## config.mk

```make
export PLATFORM = sky130hd
export DESIGN_NAME = alu_exec_pipe
export DESIGN_NICKNAME = d
export VERILOG_FILES = /design/src/rtl/alu_exec_pipe.sv
export SDC_FILE = /design/constraint.sdc
export NUM_CORES = 1
export LEC_CHECK = 0
export CORE_MARGIN = 1
export CORE_UTILIZATION = 30
export DETAILED_ROUTE_END_ITERATION = 8
export PLACE_DENSITY_LB_ADDON = 0.1
export RECOVER_POWER = 50
export REMOVE_ABC_BUFFERS = 1
export SYNTH_ARGS = -nofsm -noshare
export SYNTH_HDL_FRONTEND = slang
export SYNTH_SLANG_ARGS = --single-unit
export TNS_END_PERCENT = 20
```

## constraint.sdc

```tcl
create_clock -name clk -period 4.21 [get_ports clk]
set_input_delay 0.842 -clock clk [delete_from_list [all_inputs] [get_ports clk]]
set_output_delay 0.842 -clock clk [all_outputs]
set_load 0.03 [all_outputs]
```

## src/rtl/alu_exec_pipe.sv

```systemverilog
// Pipelined execute-stage ALU with a valid/ready handshake and tag passthrough.
// Computes in stage 1; the later stages only delay the result. Also counts delivered overflows.
module alu_exec_pipe #(
  parameter int WIDTH   = 32,
  parameter int LATENCY = 2,
  parameter int TAG_W   = 5,
  parameter int CNT_W   = 8
) (
  input  logic                     clk,
  input  logic                     rst_n,
  input  logic                     in_valid,
  output logic                     in_ready,
  input  logic [WIDTH-1:0]         in_a,
  input  logic [WIDTH-1:0]         in_b,
  input  logic [3:0]               in_op,
  input  logic [$clog2(WIDTH)-1:0] in_shamt,
  input  logic [TAG_W-1:0]         in_tag,
  output logic                     out_valid,
  input  logic                     out_ready,
  output logic [WIDTH-1:0]         out_result,
  output logic                     out_overflow,
  output logic                     out_zero,
  output logic                     out_illegal,
  output logic [TAG_W-1:0]         out_tag,
  input  logic                     ovf_clear,
  output logic [CNT_W-1:0]         ovf_count
);

  localparam int M = WIDTH - 1;

  typedef struct packed {
    logic [WIDTH-1:0] res;
    logic             ovf;
    logic             zero;
    logic             ill;
    logic [TAG_W-1:0] tag;
  } stg_t;

  stg_t               r_stg [LATENCY];
  logic [LATENCY-1:0] r_vld;
  logic [LATENCY-1:0] w_adv;
  logic [CNT_W-1:0]   r_cnt;

  stg_t               w_new;
  logic [WIDTH-1:0]   w_sum;
  logic [WIDTH-1:0]   w_diff;
  logic               w_gt;
  logic               w_lt;
  logic               w_gtu;
  logic               w_ltu;
  logic               w_cnt_inc;

  assign w_sum  = in_a + in_b;
  assign w_diff = in_a - in_b;
  assign w_gt   = $signed(in_a) > $signed(in_b);
  assign w_lt   = $signed(in_a) < $signed(in_b);
  assign w_gtu  = in_a > in_b;
  assign w_ltu  = in_a < in_b;

  always_comb begin
    w_new     = '0;
    w_new.tag = in_tag;
    unique case (in_op)
      4'd0: begin
        w_new.res = w_sum;
        w_new.ovf = (in_a[M] == in_b[M]) && (w_sum[M] != in_a[M]);
      end
      4'd1: begin
        w_new.res = w_diff;
        w_new.ovf = (in_a[M] != in_b[M]) && (w_diff[M] != in_a[M]);
      end
      4'd2:  w_new.res = in_a & in_b;
      4'd3:  w_new.res = in_a | in_b;
      4'd4:  w_new.res = in_a << in_shamt;
      4'd5:  w_new.res = in_a >> in_shamt;
      4'd6:  w_new.res = $unsigned($signed(in_a) >>> in_shamt);
      4'd7:  w_new.res = {{(WIDTH-1){1'b0}}, w_gt};
      4'd8:  w_new.res = {{(WIDTH-1){1'b0}}, w_lt};
      4'd9:  w_new.res = in_a ^ in_b;
      4'd10: w_new.res = ~(in_a | in_b);
      4'd11: w_new.res = {{(WIDTH-1){1'b0}}, w_gtu};
      4'd12: w_new.res = {{(WIDTH-1){1'b0}}, w_ltu};
      default: w_new.ill = 1'b1;
    endcase
    w_new.zero = (w_new.res == '0);
  end

  // A stage may advance if it or any stage after it has a hole, or the
  // consumer takes the head; walking back from the tail avoids a comb loop.
  always_comb begin
    logic go;
    go    = out_ready;
    w_adv = '0;
    for (int k = LATENCY - 1; k >= 0; k--) begin
      go       = go || !r_vld[k];
      w_adv[k] = go;
    end
  end

  assign in_ready = w_adv[0];

  always_ff @(posedge clk or negedge rst_n) begin
    if (!rst_n) begin
      r_vld <= '0;
      for (int k = 0; k < LATENCY; k++) r_stg[k] <= '0;
    end else begin
      if (w_adv[0]) begin
        r_vld[0] <= in_valid;
        if (in_valid) r_stg[0] <= w_new;
      end
      for (int k = 1; k < LATENCY; k++) begin
        if (w_adv[k]) begin
          r_vld[k] <= r_vld[k-1];
          if (r_vld[k-1]) r_stg[k] <= r_stg[k-1];
        end
      end
    end
  end

  assign out_valid    = r_vld[LATENCY-1];
  assign out_result   = r_stg[LATENCY-1].res;
  assign out_overflow = r_stg[LATENCY-1].ovf;
  assign out_zero     = r_stg[LATENCY-1].zero;
  assign out_illegal  = r_stg[LATENCY-1].ill;
  assign out_tag      = r_stg[LATENCY-1].tag;

  assign w_cnt_inc = out_valid && out_ready && out_overflow;

  always_ff @(posedge clk or negedge rst_n) begin
    if (!rst_n) begin
      r_cnt <= '0;
    end else if (ovf_clear) begin
      r_cnt <= '0;
    end else if (w_cnt_inc && (r_cnt != '1)) begin
      r_cnt <= r_cnt + 1'b1;
    end
  end

  assign ovf_count = r_cnt;

endmodule

```

; Yosys cells after proc, flatten, opt, wreduce, memory -nomap -nowiden
; Index checks and enable logic that the tools add are counted.
[word_totals]
reg_bits = 90
latch_bits = 0
mem_bits_rw = 0
romBits = 0
inputBits = 83
elab_cells = 64
memories = 0
[classes]
add_sub_neg = 3
mul = 0
div_mod_pow = 0
n_lt_le_gt_ge = 4
n_eq_ne = 17
shifts = 3
n_mux = 5
n_bitwise = 4
reduce_logical = 15
[op_table]
columns = operator, n
row1 = $pmux 32 s13, 1
row2 = $gt 32x32->1, 2
row3 = $lt 32x32->1, 2
row4 = $add 32x32->32, 1
row5 = $and 32x32->32, 1
row6 = $logic_not 32->1, 1
row7 = $not 32->32, 1
row8 = $or 32x32->32, 1
row9 = $shl 32x5->32, 1
row10 = $shr 32x5->32, 1
row11 = $sshr 32x5->32, 1
row12 = $sub 32x32->32, 1
row13 = $xor 32x32->32, 1
row14 = $eq 4x4->1 const B, 5
row15 = $eq 4x3->1 const B, 4
row16 = $mux 8, 2
row17 = $reduce_or 13->1, 1
row18 = $add 8x1->8 const B, 1
row19 = $eq 4x2->1 const B, 2
row20 = $ne 8x8->1 const B, 1
row21 = $logic_and 1x1->1, 5
row22 = $eq 4x1->1 const B, 1
row23 = $logic_not 4->1, 1
row24 = $reduce_and 2->1, 2
row25 = 7 further kinds, 11

; Logic depth before layout (Yosys ltp)
; Gate-level depths: netlist of run 1.
[depth]
depth_word = 5
depth_mapped = 16
depth_no_buf = 14

; Worst setup path before layout of run 1
; Ideal clock, no wire load.
[synth_path]
path_kind = input port to flip-flop
start = in in_a[8]
end = reg r_stg[46] (netlist name)
t_arrival_ns = 3.926
required_time_ns = 4.142
setup_slack_ns = 0.216
path_stages = 14
path_buffers = 1
cell_sequence = clkbuf_1 > inv_1 > ha_1 > nor4_1 > o211ai_1 > o211ai_1 > nor3_1 > or4_1 > a311oi_1 > o22ai_1 > a21oi_1 > nand2_1 > nor3_1 > a32o_1
[synth_between]
elab_chain_len = 4
elab_cells_between_ends = 15
[synth_lines]
columns = item, line_no
row1 = "start, declared", 13  ; input logic [WIDTH-1:0] in_a,
row2 = "parallel branches: the longest is 2 deep, another holds $sub 32x32->32", n/a
row3 = $pmux 32 s13 *, 63  ; unique case (in_op)
row4 = $logic_not 32->1 *, 85  ; w_new.zero = (w_new.res == '0);
row5 = "end signal, assigned by index", 114  ; if (r_vld[k-1]) r_stg[k] <= r_stg[k-1];
row6 = "end, declared", 39  ; stg_t r_stg [LATENCY];
; Mark *: on every way between the ends.
; A chain may end at the register's enable or synchronous reset.

; Worst setup path after layout of run 1
[layout_path]
start = in in_a[18]
end = reg r_stg[46] (netlist name)
; Same word-level chain as after synthesis.

==> impl_metrics.sql, run 1 <==
INSERT INTO impl_metrics (metric_group, metric, value, unit) VALUES
('sta', 'fin_setup_tns', '0', 'ps'),
('sta', 'final_period_minus_worst_setup_slack', '4150', 'ps'),
('setup_path', 'timing.critical_path.slowest_stage_cell', 'sky130_fd_sc_hd__clkdlybuf4s50_1', ''),
('die', 'initial_utilization', '30.6', '%'),
('setup_path', 'worstPathRequired', '4500', 'ps'),
('placed_design', 'io_buffer_count', '132', ''),
('setup_path', 'r2r_path_start', 'r_vld[1]$_DFFE_PN0P_', ''),
('logic_synthesis', 'async_reset_ff_share', '100', '%'),
('power', 'irDropWorstVdd', '0.000183', 'V'),
('final_layout', 'area_growth_syn_to_layout', '53.0', '%'),
('die', 'die_area', '48700', 'um^2'),
('setup_path', 'cp_common_cell', 'sky130_fd_sc_hd__buf_4', ''),
('sta', 'worst_slew_margin_rel', '-35.7', '%'),
('placed_design', 'detailedPlace.worstSlack', '-1000', 'ps'),
('sta', 'final.hold.worst_slack', '477', 'ps'),
('die', 'placement_rows', '79', ''),
('logic_synthesis', 'synth.lib_cells_used.distinct', '91', ''),
('final_layout', 'filler_cell_count', '4776', ''),
('power', 'power_per_cell_area', '228', 'nW/um^2'),
('cts', 'clock_sink_count', '90', ''),
('logic_synthesis', 'netlist_top_cells_area', 'sky130_fd_sc_hd__dfrtp_1, sky130_fd_sc_hd__ha_1, sky130_fd_sc_hd__mux4_2', ''),
('final_layout', 'layout.cells.non_filler', '3079', ''),
('min_path', 'hold_start', 'r_stg[60]$_DFFE_PN0P_', ''),
('sta', 'achievable-frequency', '0.241', 'GHz'),
('sta', 'skew', '8.72', 'ps'),
('logic_synthesis', 'synth_top_area_cell', 'sky130_fd_sc_hd__dfrtp_1', ''),
('cts', 'clkSlewWorstSetupHoldPaths', '70', 'ps'),
('sta', 'finalWorstSetupSlack', '59.0', 'ps'),
('sta', 'post-route-period-util', '98.6', '%'),
('grt', 'grt_pass1_vias', '16821', ''),
('grt', 'grt_first_pass_wirelength', '109', 'mm'),
('grt', 'antenna_found_initial', '0', ''),
('routing', 'drt_first_iter_violations', '1716', ''),
('min_path', 'hp-class', 'flop to flop', ''),
('sta', 'final-max-slew-violation-count', '69', ''),
('routing', 'avgViaCountPerCell', '5.68', ''),
('placed_design', 'dp_cells', '3045', ''),
('placed_design', 'gp_congestion', '1.01', ''),
('setup_path', 'crit_path_start_kind', 'input pin', ''),
('outcome', 'violations', 'DRC, capacitance limit, slew limit', ''),
('final_layout', 'finalCoreUtilization', '46.9', '%'),
('cts', 'root_buffer', 'sky130_fd_sc_hd__clkbuf_16', ''),
('setup_path', 'worst-setup-path-type', 'input pin to flop', ''),
('final_layout', 'insertedDiodeCount', '0', ''),
('routing', 'routed-via-count', '17475', ''),
('sta', 'setup_violations', '0', ''),
('cts', 'cts_inserted_buffers', '9', ''),
('logic_synthesis', 'synth.cell_area', '14300', 'um^2'),
('grt', 'track_usage', '30.3', '%'),
('logic_synthesis', 'synth_top_area_share', '15.7', '%'),
('logic_synthesis', 'synth-warning-count', '0', ''),
('die', 'std_cell_core_area', '46900', 'um^2'),
('cts', 'number_of_levels_in_the_clock_h_tree', '3', ''),
('routing', 'postRouteAntennaNets', '0', ''),
('logic_synthesis', 'synth-main-ff-cell', 'sky130_fd_sc_hd__dfrtp_1', ''),
('placed_design', 'place_area', '20600', 'um^2'),
('logic_synthesis', 'synth_most_common_cell', 'sky130_fd_sc_hd__nand2_1', ''),
('routing', 'remaining_drc_errors', '7', ''),
('routing', 'drt_pre_antenna_iters', '9', ''),
('setup_path', 'delay_of_the_slowest_cell_on_the_worst_path', '460', 'ps'),
('setup_path', 'cp.arrival', '4440', 'ps'),
('job', 'maxCapViolCount', '2', ''),
('logic_synthesis', 'flip_flop_and_latch_count_after_synthesis', '90', ''),
('die', 'die_wd', '221', 'um'),
('setup_path', 'critPathLaunch', 'in_a[18]', ''),
('setup_path', 'critical_path.max_fanout', '3', ''),
('cts', 'cts.hold.buffers_added', '0', ''),
('setup_path', 'worst_setup_path_end_kind', 'flop', ''),
('outcome', 'outcome', 'finished with violations', ''),
('grt', 'pin_count_of_the_biggest_net_entering_global_routing', '42', ''),
('power', 'power.total', '5.01', 'mW');
## metal layers
layer	GRT usage, %	vias to the layer above	routed length (um)
li1	-	8079	-
met1	42.0	8584	34000
met2	49.1	675	34000
met3	1.97	137	3660
met4	11.3	0	3140
met5	0	-	0
## cell usage in the layout (no fill, tap or decap), drive strengths merged, types with 81 or more instances in the layout
master,synthesis,final
buf,96,682
nand2,163,163
nor2,161,161
o21ai,114,114
a21oi,111,111
inv,102,104
ha,97,97
mux2,93,93
dfrtp,90,90
clkdlybuf4s50,0,81
## worst max-delay path: cells and delay by family
| kind | cells | cell delay (ps) |
|---|---|---|
| buffers and inverters | 5 | 1090 |
| AOI/OAI and AO/OA | 4 | 1030 |
| and+or+nand+nor | 4 | 740 |
| muxes | 3 | 710 |
## sequential cells by signal, summed over array words and instances, names as in the netlist
name and flops:
out_overflow 1, r_stg 40, ovf_count 8, out_illegal 1
out_tag 5, out_result 32, r_vld 2, out_zero 1
## logic make-up after synthesis
family,count (synthesis),share of synthesized area [%]
flip-flops,90,15.7
XOR/XNOR,16,0.977
multiplexers,206,19.7
buffers and inverters,286,9.22
AO/OA/AOI/OAI,546,25.9
AND/OR/NAND/NOR,585,19.8
adder cells (fa/ha/maj),99,8.74
## worst paths after layout
path	depth (start not counted)	end
min in group asynchronous	1	out_result[17]$_DFFE_PN0P_
hold reg to reg	2	r_stg[60]$_DFFE_PN0P_
setup / recovery	16	r_stg[46]$_DFFE_PN0P_
hold / removal	2	r_stg[60]$_DFFE_PN0P_
setup reg to reg	12	r_stg[46]$_DFFE_PN0P_
max in group asynchronous	2	r_stg[62]$_DFFE_PN0P_
## power by group
part | total (mW) | internal [mW] | leakage, nW | switching [mW]
Sequential | 1.13 | 1.04 | 1.14 | 0.0852
Clock | 0.792 | 0.458 | 0.142 | 0.334
Combinational | 3.09 | 1.45 | 8.66 | 1.64
Total | 5.01 | 2.95 | 9.94 | 2.06
## repair_timing
item	4_1_cts	5_1_grt
resized for setup	71	139
setup endpoints to repair	9	7
buffers inserted	4	15
pin swaps	17	45
## area by class of cell
cell class | count | area (um^2) | area share, %
multi-input cells | 1452 | 11700 | 53.2
repair buffers | 812 | 6590 | 30.0
flip-flops and latches | 90 | 2250 | 10.3
well taps | 607 | 759 | 3.46
inverters | 103 | 387 | 1.76
clock buffers | 9 | 225 | 1.03
clock inverters | 6 | 65.1 | 0.296
(Power assumes the default switching activity.)
==> inputs of run 2 (changes only) <==
- CORE_ASPECT_RATIO: default -> 0.8
- GPL_ROUTABILITY_DRIVEN: default -> 0
==> run 2 against run 1 <==
  * The run ends with capacitance limit, slew limit, setup timing left
  * Clock skew fell by 2.4 ps
  * First-iteration DRC count rose by 28%
  * Die area barely moved
==> impl_metrics.sql, run 2 (same netlist as run 1, synthesis figures left out) <==
INSERT INTO impl_metrics (metric_group, metric, value, unit) VALUES
('outcome', 'outcome', 'finished with violations', ''),
('outcome', 'violations', 'capacitance limit, slew limit, setup timing', ''),
('sta', 'final_period_minus_worst_setup_slack', '4230', 'ps'),
('power', 'combPwrFrac', '61.5', '%'),
('min_path', 'hold_start', 'r_stg[54]$_DFFE_PN0P_', ''),
('power', 'static-leakage-power', '9.95', 'nW'),
('cts', 'clkSlewWorstSetupHoldPaths', '70', 'ps'),
('sta', 'finalWorstSetupSlack', '-16.2', 'ps'),
('power', 'power_per_cell_area', '229', 'nW/um^2'),
('sta', 'report.final.hold_viol_count', '0', ''),
('final_layout', 'layout.cells.most_common', 'sky130_fd_sc_hd__buf_4', ''),
('power', 'p_sw', '2.08', 'mW'),
('grt', 'grt_pass1_vias', '17133', ''),
('grt', 'antenna_found_initial', '0', ''),
('cts', 'clock_latency', '350', 'ps'),
('cts', 'cts_inserted_buffers', '9', ''),
('cts', 'clock_sink_count', '90', ''),
('placed_design', 'dp_hpwl', '62.4', 'mm'),
('power', 'power_switching_share', '41.3', '%'),
('power', 'clkPwrFrac', '16.0', '%'),
('power', 'power.total', '5.04', 'mW'),
('setup_path', 'critical_path.max_fanout', '7', ''),
('cts', 'ctsLongestPathBuffers', '2', ''),
('routing', 'drt_pre_antenna_iters', '8', ''),
('grt', 'pin_count_of_the_biggest_net_entering_global_routing', '62', ''),
('die', 'die_y', '198', 'um'),
('power', 'p_int', '2.96', 'mW'),
('final_layout', 'highest_count_cells_in_the_layout_ignoring_fill_and_taps', 'sky130_fd_sc_hd__buf_4, sky130_fd_sc_hd__nor2_1, sky130_fd_sc_hd__nand2_1, sky130_fd_sc_hd__a21oi_1, sky130_fd_sc_hd__o21ai_0', ''),
('sta', 'final.hold.worst_slack', '479', 'ps'),
('final_layout', 'multi_input_gate_area', '11500', 'um^2'),
('routing', 'remaining_drc_errors', '0', ''),
('cts', 'number_of_levels_in_the_clock_h_tree', '3', ''),
('die', 'die_wd', '247', 'um'),
('final_layout', 'finish.net_count', '2669', ''),
('sta', 'final-max-slew-violation-count', '37', ''),
('job', 'maxCapViolCount', '1', ''),
('sta', 'unrepaired_setup_endpoints_after_global_routing', 'yes', ''),
('routing', 'drt_first_iter_violations', '2198', ''),
('cts', 'cts.hold.buffers_added', '0', ''),
('setup_path', 'worst-setup-path-type', 'input pin to flop', ''),
('min_path', 'hp-class', 'flop to flop', ''),
('die', 'initial_utilization', '30.5', '%'),
('setup_path', 'cp.arrival', '4510', 'ps'),
('setup_path', 'critPathLaunch', 'in_a[8]', ''),
('placed_design', 'io_buffer_count', '132', ''),
('sta', 'achievable-frequency', '0.237', 'GHz'),
('die', 'placement_rows', '71', ''),
('routing', 'avgViaCountPerCell', '5.80', ''),
('final_layout', 'area_growth_syn_to_layout', '53.4', '%'),
('sta', 'post-route-period-util', '100', '%'),
('grt', 'grt_first_pass_wirelength', '111', 'mm'),
('final_layout', 'largest_reg_flops', '40', ''),
('final_layout', 'drive_gt1_share', '40.0', '%'),
('sta', 'skew', '6.32', 'ps'),
('die', 'die_area', '48700', 'um^2'),
('sta', 'worst_slew_margin_rel', '-26.7', '%'),
('setup_path', 'worstPathRequired', '4490', 'ps'),
('cts', 'root_buffer', 'sky130_fd_sc_hd__clkbuf_16', ''),
('final_layout', 'filler_cell_count', '4793', ''),
('setup_path', 'r2r_path_start', 'r_vld[1]$_DFFE_PN0P_', ''),
('sta', 'setup_violations', '1', ''),
('setup_path', 'worst_setup_path_end_kind', 'flop', ''),
('die', 'io_pins', '133', ''),
('power', 'pwr-share-seq', '22.5', '%'),
('routing', 'drt-total-wl', '75.0', 'mm'),
('power', 'irDropWorstVdd', '0.000237', 'V'),
('final_layout', 'insertedDiodeCount', '0', ''),
('grt', 'track_usage', '30.3', '%'),
('routing', 'postRouteAntennaNets', '0', ''),
('die', 'std_cell_core_area', '47100', 'um^2'),
('cts', 'tritoncts_clock_tree', 'built', ''),
('setup_path', 'crit_path_start_kind', 'input pin', ''),
('grt', 'global_route.overflow_total', '0', ''),
('final_layout', 'seqCellArea', '2250', 'um^2'),
('routing', 'routedWlPerCell', '24.1', 'um'),
('routing', 'routed-via-count', '18040', ''),
('final_layout', 'max_flop_register', 'r_stg', ''),
('sta', 'worstMarginPinSlew', '1900', 'ps');
-- run 2: critical path, stage by stage --
cell and delay [ps]:
sky130_fd_sc_hd__clkdlybuf4s50_1 490, sky130_fd_sc_hd__inv_1 110, sky130_fd_sc_hd__ha_2 400, sky130_fd_sc_hd__clkinv_1 100
sky130_fd_sc_hd__buf_4 170, sky130_fd_sc_hd__o31a_1 400, sky130_fd_sc_hd__buf_4 180, sky130_fd_sc_hd__buf_4 130
sky130_fd_sc_hd__and3_1 160, sky130_fd_sc_hd__o21ai_0 280, sky130_fd_sc_hd__o221ai_1 160, sky130_fd_sc_hd__a21o_1 230
sky130_fd_sc_hd__nor4_2 290, sky130_fd_sc_hd__nand4_1 170, sky130_fd_sc_hd__nor3_2 210, sky130_fd_sc_hd__a32o_1 180
-- run 2: routing by layer --
| metal | up-vias | share of wire, % | global-route usage (%) |
|---|---|---|---|
| met2 | 981 | 42 | 45.6 |
| met4 | 0 | 2.8 | 6.86 |
| met3 | 129 | 9.6 | 4.40 |
| met5 | - | 0 | 0 |
| li1 | 8130 | - | - |
| met1 | 8800 | 45 | 45.0 |
-- run 2: area by class of cell --
class / instances / share of cell area (%)
clock buffer: 10 / 1.04
clock inverter: 6 / 0.296
inverter: 103 / 1.76
multi-input combinational: 1452 / 52.3
sequential: 90 / 10.2
timing repair buffer: 831 / 30.9
tap: 620 / 3.52
-- run 2: metrics by stage --
stage | setup TNS (ps) | utilization [%] | instances | worst slack, ps | cell area, um^2
finish | -16.2 | 46.8 | 3112 | -16.2 | 22000
global route | -171 | 46.8 | 3112 | -107 | 22000
CTS | 0 | 45.6 | 3100 | 2.82 | 21500
detailed placement | -6870 | 44.1 | 3074 | -870 | 20800
global placement | -6900 | 44.1 | 3074 | -812 | 20800
floorplan | -11740 | - | 1645 | -1190 | 13400
-- run 2: timing repair --
action,CTS,global route
pin swaps,20,36
buffers inserted,10,13
gates resized for setup,72,98
setup endpoints to repair,8,7
-- run 2: worst paths after layout --
path | slack [ps] | endpoint | depth (start not counted)
min in group asynchronous | 1010 | out_result[7]$_DFFE_PN0P_ | 1
max reg2reg | 1300 | r_stg[46]$_DFFE_PN0P_ | 13
max in group asynchronous | 1330 | out_result[4]$_DFFE_PN0P_ | 2
min reg2reg | 480 | r_stg[54]$_DFFE_PN0P_ | 2
max | -20 | r_stg[46]$_DFFE_PN0P_ | 16
min | 480 | r_stg[54]$_DFFE_PN0P_ | 2
-- run 2: power by group through the flow --
stage	combinational, mW	sequential (mW)	clock [mW]
after global routing	3.27	1.16	0.878
final	3.10	1.13	0.805
after global placement	2.88	1.15	0
after floorplan	1.06	1.35	0
after CTS	2.97	1.14	0.835
after detailed placement	2.89	1.16	0
==> inputs of run 3 (changes only) <==
- CORE_ASPECT_RATIO: 0.8 -> default
- SLEW_MARGIN: default -> 10
==> run 3 against run 2 <==
  * Via count shrank 2.5%
  * Core utilization grew 0.33 points
  * Sequential share of layout area is essentially flat
  * First-iteration DRC count shrank 17%
  * Global-route usage shrank 0.63 points
  * Register-to-register slack lost 340 ps
  * Sequential power is essentially flat
  * Power is essentially flat
  * Clock-buffer cell count grew 1
  * Die area is essentially flat
  * Fmax grew 1.5%
  * Worst hold slack is essentially flat
  * The flow finishes with violations (DRC, capacitance limit, slew limit)
==> impl_metrics.sql, run 3 (same netlist as run 1, synthesis figures left out) <==
INSERT INTO impl_metrics (metric_group, metric, value, unit) VALUES
('placed_design', 'dp_cells', '3035', ''),
('power', 'irDropWorstVdd', '0.000161', 'V'),
('final_layout', 'max_flop_register', 'r_stg', ''),
('cts', 'clock_sink_count', '90', ''),
('sta', 'skew', '3.57', 'ps'),
('grt', 'antenna_found_initial', '0', ''),
('job', 'maxCapViolCount', '1', ''),
('cts', 'cts.hold.buffers_added', '0', ''),
('setup_path', 'worst-setup-path-type', 'input pin to flop', ''),
('sta', 'achievable-frequency', '0.240', 'GHz'),
('grt', 'pin_count_of_the_biggest_net_entering_global_routing', '70', ''),
('final_layout', 'layout.cells.non_filler', '3082', ''),
('setup_path', 'cp.arrival', '4450', 'ps'),
('cts', 'root_buffer', 'sky130_fd_sc_hd__clkbuf_16', ''),
('placed_design', 'place_area', '20700', 'um^2'),
('setup_path', 'critical_path.max_fanout', '6', ''),
('grt', 'grt_pass1_vias', '17219', ''),
('sta', 'final_period_minus_worst_setup_slack', '4160', 'ps'),
('routing', 'drt-total-wl', '73.5', 'mm'),
('power', 'static-leakage-power', '9.98', 'nW'),
('power', 'pwr-share-seq', '22.4', '%'),
('routing', 'drt_pre_antenna_iters', '9', ''),
('final_layout', 'stdcell_area', '22100', 'um^2'),
('cts', 'cts_inserted_buffers', '9', ''),
('routing', 'routedWlPerCell', '23.9', 'um'),
('routing', 'postRouteAntennaNets', '0', ''),
('power', 'power_per_cell_area', '228', 'nW/um^2'),
('sta', 'setup_violations', '0', ''),
('die', 'die_y', '221', 'um'),
('sta', 'report.final.hold_viol_count', '0', ''),
('cts', 'number_of_levels_in_the_clock_h_tree', '3', ''),
('routing', 'drt_first_iter_violations', '1832', ''),
('power', 'p_sw', '2.06', 'mW'),
('final_layout', 'highest_count_cells_in_the_layout_ignoring_fill_and_taps', 'sky130_fd_sc_hd__buf_4, sky130_fd_sc_hd__nor2_1, sky130_fd_sc_hd__nand2_1, sky130_fd_sc_hd__a21oi_1, sky130_fd_sc_hd__o21ai_0', ''),
('grt', 'global_route.overflow_total', '0', ''),
('outcome', 'violations', 'DRC, capacitance limit, slew limit', ''),
('sta', 'final.hold.worst_slack', '480', 'ps'),
('die', 'io_pins', '133', ''),
('setup_path', 'worst_setup_path_end_kind', 'flop', ''),
('setup_path', 'timing.critical_path.slowest_stage_cell', 'sky130_fd_sc_hd__a2111oi_2', ''),
('sta', 'unrepaired_setup_endpoints_after_global_routing', 'yes', ''),
('power', 'p_int', '2.98', 'mW'),
('placed_design', 'io_buffer_count', '132', ''),
('power', 'combPwrFrac', '61.6', '%'),
('die', 'std_cell_core_area', '46900', 'um^2'),
('power', 'power.total', '5.04', 'mW'),
('setup_path', 'cp_cell_sequence', 'dlygate4sd2_1, inv_1, ha_1, a222oi_1, nor2_1, a2111oi_2, nand4_1, buf_4, a211o_1, nor4_4, buf_4, nand4_1, nor3_2, a32o_1', ''),
('final_layout', 'area_growth_syn_to_layout', '53.8', '%'),
('sta', 'final-max-slew-violation-count', '70', ''),
('final_layout', 'layout.cells.most_common', 'sky130_fd_sc_hd__buf_4', ''),
('sta', 'worstMarginPinSlew', '1740', 'ps'),
('power', 'power_switching_share', '40.8', '%'),
('setup_path', 'crit_path_start_kind', 'input pin', ''),
('die', 'placement_rows', '79', ''),
('die', 'initial_utilization', '30.6', '%'),
('final_layout', 'finish.net_count', '2652', ''),
('power', 'clkPwrFrac', '16.0', '%'),
('sta', 'post-route-period-util', '98.9', '%'),
('grt', 'track_usage', '29.7', '%'),
('final_layout', 'largest_reg_flops', '40', ''),
('routing', 'routed-via-count', '17591', ''),
('min_path', 'hp-class', 'flop to flop', ''),
('die', 'die_wd', '221', 'um'),
('routing', 'remaining_drc_errors', '12', ''),
('cts', 'clock_latency', '340', 'ps'),
('cts', 'clkSlewWorstSetupHoldPaths', '60', 'ps'),
('cts', 'ctsLongestPathBuffers', '2', ''),
('placed_design', 'dp_hpwl', '60.9', 'mm'),
('die', 'die_area', '48700', 'um^2'),
('setup_path', 'delay_of_the_slowest_cell_on_the_worst_path', '390', 'ps'),
('cts', 'tritoncts_clock_tree', 'built', ''),
('outcome', 'outcome', 'finished with violations', ''),
('sta', 'worst_slew_margin_rel', '-15.7', '%'),
('setup_path', 'worstPathRequired', '4490', 'ps'),
('grt', 'grt_first_pass_wirelength', '108', 'mm'),
('routing', 'avgViaCountPerCell', '5.71', ''),
('final_layout', 'drive_gt1_share', '40.7', '%');
-- run 3: cell count changes in the layout (fill, tap and decap cells not counted), sizes merged, moves of 2 or more --
cell           change
buf               -16
clkdlybuf4s50     -11
dlymetal6s2s       +8
dlygate4sd2        +5
clkinvlp           +3
dlygate4sd3        -3
inv                -3
clkinv             -2
-- run 3: metrics by stage --
stage	setup slack, ps	util, %	TNS [ps]
2_1_floorplan	-1190	-	-11740
3_3_place_gp	-1300	44.1	-7440
3_5_place_dp	-1360	44.1	-8370
4_1_cts	-33.3	45.6	-33.3
5_1_grt	-24.0	47.1	-42.0
6_report	45.4	47.1	0
-- run 3: cell type report --
cell class,count,area [um^2]
well taps,607,759
flip-flops and latches,90,2250
diodes,1,2.50
fillers,4732,24800
clock inverters,4,52.6
repair buffers,814,6750
inverters,103,390
clock buffers,11,243
multi-input cells,1452,11600
-- run 3: per-layer routing --
layer / wire length (um) / vias to the layer above / GRT usage [%]
li1: - / 8102 / -
met1: 32400 / 8582 / 40.6
met2: 33000 / 743 / 46.9
met3: 4800 / 164 / 3.33
met4: 3250 / 0 / 12.9
met5: 0 / - / 0
-- run 3: worst paths after layout --
path                                       start                   endpoint  slack [ps]  depth (start not counted)
min reg2reg                r_stg[70]$_DFFE_PN0P_      r_stg[70]$_DFFE_PN0P_         480                          2
max reg2reg                 r_vld[1]$_DFFE_PN0P_      r_stg[46]$_DFFE_PN0P_         960                         12
max                                     in_a[13]      r_stg[46]$_DFFE_PN0P_          50                         14
min in group asynchronous                  rst_n     out_tag[0]$_DFFE_PN0P_         940                          1
max in group asynchronous                  rst_n  out_result[3]$_DFFE_PN0P_        1460                          2
min                        r_stg[70]$_DFFE_PN0P_      r_stg[70]$_DFFE_PN0P_         480                          2
-- run 3: power by group through the flow --
stage                     Sequential [mW]  Clock (mW)  Combinational (mW)
after floorplan                      1.35           0                1.06
after global placement               1.15           0                2.85
after detailed placement             1.15           0                2.87
after CTS                            1.14       0.839                2.95
after global routing                 1.16       0.872                3.28
final                                1.13       0.805                3.10
-- run 3: worst max-delay path: cells and delay by family --
kind / cells / cell delay (ps)
AOI/OAI and AO/OA: 4 / 1290
adders and majority gates: 1 / 360
buffers and inverters: 4 / 900
and+or+nand+nor: 5 / 1040
-- run 3: timing repair --
item | CTS | global route
cloned | 0 | 2
pin swaps | 25 | 46
resized for setup | 81 | 144
endpoints found under the setup margin | 8 | 7
buffers inserted | 10 | 20
==> edit 1 (settings of run 1) <==
Set the parameter `TAG_W` to 10 (it was 5).
--- a/src/rtl/alu_exec_pipe.sv
+++ b/src/rtl/alu_exec_pipe.sv
@@ -3,7 +3,7 @@
 module alu_exec_pipe #(
   parameter int WIDTH   = 32,
   parameter int LATENCY = 2,
-  parameter int TAG_W   = 5,
+  parameter int TAG_W   = 10,
   parameter int CNT_W   = 8
 ) (
   input  logic                     clk,
Interface: changed (resized in_tag and out_tag); port bits go from 133 to 143. The function was not compared with the original's and may differ.
==> edit 1 against run 1 <==
- the run ends with capacitance limit, slew limit, setup timing left
- clock power rose by 8.2%
- non-clock buffer count is 43 higher
- register-to-register slack better by 300 ps
- worst setup slack lost 84 ps
- synthesized area is 3.3% higher
- synthesized cell count decreased by 0.33%
- clock skew up 3.1 ps
- sequential power rose by 12%
- routed wire length increased by 11%
- die area grew 3.3%
- sequential cell count rose by 10
- design area up 3.9%
- total power increased by 9.7%
- critical endpoint is now r_stg[56]$_DFFE_PN0P_
- largest cell class unchanged
- highest routed layer is now met5
==> edit 1: results (changes against run 1) <==
Post-detail-place hpwl: 69.5 mm (+11%)
R2R depth: 11 (-1)
Gpl congestion: 1.02 (+0.60%)
Worst vdd ir: 227 µV (+24%)
Dpl cells: 3115 (+2.3%)
Layout cells sized above 1: 41.5% (+0.96 points)
Fin Setup TNS: -25.4 ps (-25.4 ps)
Largest stage delay on the critical path: 520 ps (+60 ps)
Setup crit end: r_stg[56]$_DFFE_PN0P_
DRT iter0 DRCs: 1427 (-17%)
Status: finished, violations left
Via count: 17847 (+2.1%)
Synth cell count leaders: 149 x nand2_1, 133 x a21oi_1, 133 x nor2_1
GR Layer Usage met3: 2.57% (+0.61 points)
WHS: 473 ps (-4.40 ps)
Pre-CTS WS: -1010 ps (-6.61 ps)
DR pass1 iterations: 6 (-3)
Slew Viols, Final: 76 (+10%)
Failing checks: capacitance limit, slew limit, setup timing
Post-route setup slack: -25.4 ps (-84.4 ps)
Slowest CP cell: or4_4
Fin nets: 2679 (+1.1%)
Max-cap violations: 1 (-1)
PortBufs: 142 (+7.6%)
Initial antenna violation count: 3 (+3)
# fillers: 5005 (+4.8%)
M1 GR Usage: 43.9% (+2.0 points)
Vias in the first global route: 17447 (+3.7%)
Hold Crit Start: r_stg[59]$_DFFE_PN0P_
Clock skew: 11.9 ps (+3.14 ps)
Sequential share of the synthesized area: 16.9% (+1.2 points)
DP Area: 21500 µm² (+4.1%)
Wire length per cell: 26.2 µm (+8.0%)
Mapped Cells: 1822 (-0.33%)
Gr usage total: 32.3% (+2.1 points)
First-pass GRT wire length: 119 mm (+9.2%)
R2r setup slk: 1580 ps (+300 ps)
Hold Path End: r_stg[59]$_DFFE_PN0P_
Worst Path Max Fanout: 2 (-1)
Layout Cells excl Fill: 3163 (+2.7%)
Setup violations, final: 1 (+1)
Net Switching: 2.27 mW (+10%)
Largest net degree at the start of global routing: 76 (+81%)
Largest register FFs: 45 (+13%)
[edit 1: cell types whose count changed after synthesis, sizes merged, moves of 10 or more]
cell | run 1 | this run
nand2b | 13 | 24
mux4 | 50 | 66
clkbuf | 87 | 112
a21oi | 111 | 133
mux2i | 63 | 75
buf | 96 | 84
nand2 | 163 | 149
o21ai | 114 | 83
a22oi | 29 | 13
dfrtp | 90 | 100
nor2 | 161 | 133
or3 | 16 | 5
[edit 1: kinds of logic after synthesis]
family                     Yosys count  share of synthesized area, %
DFF                                100                          16.9
buffers and inverters              310                          9.38
adders and majority gates           99                          8.46
AOI/OAI and AO/OA                  541                          25.2
and+or+nand+nor                    525                          17.3
muxes                              226                          21.5
xor gates and xnor gates            21                          1.24
[edit 1: area by class of cell]
class	instances	area, µm²	area share (%)
Multi-Input combinational cell	1412	11700	51.4
Sequential cell	100	2500	11.0
Inverter	114	430	1.89
Clock inverter	7	85.1	0.373
Timing Repair Buffer	855	7020	30.8
Tap cell	664	831	3.64
Antenna cell	2	5.00	0.0219
Clock buffer	9	225	0.987
[edit 1: what timing repair did]
item | in CTS | in global routing
pin swaps | 35 | 38
setup buffers | 17 | 14
resized for setup | 134 | 91
hold endpoints to repair | 0 | 0
setup endpoints to repair | 11 | 9
[edit 1: power by group through the flow]
stage          Combinational [mW]  Sequential [mW]  Clock (mW)
5_1_grt                      3.55             1.29       0.917
2_1_floorplan                1.13             1.52           0
4_1_cts                      3.27             1.27       0.890
6_report                     3.37             1.27       0.857
3_5_place_dp                 3.14             1.29           0
3_3_place_gp                 3.14             1.28           0
[edit 1: per-layer routing]
| layer | wire, µm | share of wire, % |
|---|---|---|
| met1 | 37300 | 45 |
| met2 | 38500 | 46 |
| met3 | 3990 | 4.8 |
| met4 | 3170 | 3.8 |
| met5 | 12 | 0.014 |
==> edit 2 (flow settings as in run 1) <==
Without the edit above. Reset style: synchronous (`rst_n`), changed in 2 clocked blocks.
--- a/src/rtl/alu_exec_pipe.sv
+++ b/src/rtl/alu_exec_pipe.sv
@@ -99,7 +99,7 @@
 
   assign in_ready = w_adv[0];
 
-  always_ff @(posedge clk or negedge rst_n) begin
+  always_ff @(posedge clk) begin
     if (!rst_n) begin
       r_vld <= '0;
       for (int k = 0; k < LATENCY; k++) r_stg[k] <= '0;
@@ -126,7 +126,7 @@
 
   assign w_cnt_inc = out_valid && out_ready && out_overflow;
 
-  always_ff @(posedge clk or negedge rst_n) begin
+  always_ff @(posedge clk) begin
     if (!rst_n) begin
       r_cnt <= '0;
     end else if (ovf_clear) begin
Formal check against the unedited RTL: differs if rst_n is asserted again (counterexample within 4 cycles, from zero or initial values and one cycle with rst_n low); with rst_n held inactive, the same outputs for 4 cycles.
==> edit 2 against run 1 <==
- the flow finishes with violations (capacitance limit, slew limit, setup timing)
- worst setup slack got worse by 170 ps
- synthesized area is 0.48% higher
- design area rose by 0.82%
- sequential cell count unchanged
- clock skew increased by 0.51 ps
- non-clock buffer count grew 24
- routed wire length up 5.8%
- total power fell by 8.4%
- global-route usage grew 1.3 points
- highest routed layer is now met5
==> edit 2: results (changes against run 1) <==
Reg-to-reg critical path startpoint: r_vld[0]$_SDFFE_PN0N_
Worst path top cell family by delay: compound AO/OA/AOI/OAI gates
Vias in the first global route: 17257 (+2.6%)
Async set or reset register ratio after synthesis: 0% (-100 points)
Via count: 17629 (+0.88%)
Hold Path End: ovf_count[7]$_SDFFE_PP0P_
Gpl congestion: 1.01 (-0.36%)
Slew Viols, Final: 58 (-16%)
GR Layer Usage met3: 2.42% (+0.45 points)
Main synth FF type: edfxtp_1
Worst Path Max Fanout: 2 (-1)
M1 GR Usage: 43.0% (+1.1 points)
Met1 WL: 34.8 mm (+2.4%)
WHS: 516 ps (+39.0 ps)
Top sig layer: met5
Gr usage total: 31.5% (+1.3 points)
Worst vdd ir: 199 µV (+9.2%)
Combinational power share: 59.5% (-2.2 points)
DR pass1 iterations: 6 (-3)
Met3 routed WL: 4.81 mm (+32%)
Max-cap violations: 1 (-1)
R2r setup slk: 1580 ps (+300 ps)
Fin nets: 2648 (-0.075%)
WP data arrival: 4430 ps (about the same)
Signal buffers: 836 (+3.0%)
Hold Crit Start: ovf_count[7]$_SDFFE_PP0P_
# fillers: 4755 (-0.44%)
Leakage: 9.62 nW (-3.2%)
Initial antenna violation count: 1 (+1)
Worst R2R End: r_stg[0][6]$_SDFFCE_PN0P_
Comb_multi_in: 1419 (-2.3%)
Post-route setup slack: -114 ps (-173 ps)
Signal buf overhead: 30.7% (+0.72 points)
Distinct cell type count of the synthesized netlist: 93 (+2.2%)
Area contributors post-synth: edfxtp_1 17%, ha_1 8.4%, mux4_2 7.2%
Largest net degree at the start of global routing: 58 (+38%)
Net Switching: 1.81 mW (-12%)
Clock buffer cells: 10 (+1)
Clock skew: 9.23 ps (+0.507 ps)
Slowest CP cell: a211oi_1
Flop pwr share: 23.2% (+0.7 points)
Post-Route WL: 79.1 mm (+5.8%)
Largest stage delay on the critical path: 900 ps (+440 ps)
Layout clock area frac: 1.33% (+0.0062 points)
Status: finished, violations left
Inverters: 110 (+6.8%)
Fin Setup TNS: -114 ps (-114 ps)
R2R depth: 9 (-3)
Largest register FFs: 80 (+100%)
Synth cell count leaders: 145 x nand2_1, 145 x nor2_1, 118 x a21oi_1
Multi-input logic portion of the cell area: 50.9% (-2.3 points)
DP Area: 20900 µm² (+1.3%)
Failing checks: capacitance limit, slew limit, setup timing
Wire length on met2: 36.3 mm (+6.9%)
Post-synth EDFFs: 80 (+80)
Met2 Track Usage GR: 51.8% (+2.8 points)
Multi-input gate area: 11300 µm² (-3.5%)
Setup violations, final: 1 (+1)
edit 2: changes by cell type after synthesis, moves of 12 or more:
| cell | delta |
|---|---|
| and2_1 | +57 |
| dfrtp_1 | -90 |
| edfxtp_1 | +80 |
| mux2_2 | -59 |
| nand2_1 | -17 |
| nor2_1 | -15 |
| nor3_1 | +12 |
| o21ai_0 | -24 |
edit 2: what timing repair did:
| item | CTS | global route |
|---|---|---|
| pin swaps | 24 | 22 |
| endpoints found under the setup margin | 4 | 6 |
| hold buffers | 0 | 0 |
| setup buffers | 9 | 5 |
| resized for setup | 127 | 76 |
edit 2: cells by family after synthesis:
group | count (synthesis) | synth area share (%)
AOI/OAI and AO/OA | 542 | 26.4
xor gates and xnor gates | 20 | 1.22
adders and majority gates | 99 | 8.70
buffers and inverters | 297 | 9.86
DFF | 90 | 18.1
muxes | 143 | 14.3
and+or+nand+nor | 615 | 21.5
edit 2: stage by stage:
stage / total power, mW / utilization, % / setup WS (ps) / std cells
detailed placement: 3.61 / 44.5 / -772 / 3048
floorplan: 2.11 / - / -80.1 / 1619
global placement: 3.60 / 44.5 / -728 / 3048
CTS: 4.52 / 46.5 / 2.93 / 3073
finish: 4.59 / 47.2 / -114 / 3078
global route: 4.80 / 47.2 / -53.0 / 3078
edit 2: how the worst max path moves through the flow:
stage,slack [ps],startpoint,to,cells past startpoint
global placement,-730,in_a[1],r_stg[0][6]$_SDFFCE_PN0P_,14
detailed placement,-770,in_a[1],r_stg[0][6]$_SDFFCE_PN0P_,15
global route,-50,in_a[7],r_stg[0][6]$_SDFFCE_PN0P_,17
finish,-110,in_a[21],r_stg[0][6]$_SDFFCE_PN0P_,14
floorplan,-80,in_op[0],r_stg[0][6]$_SDFFCE_PN0P_,9
CTS,3,in_a[0],r_stg[0][6]$_SDFFCE_PN0P_,18
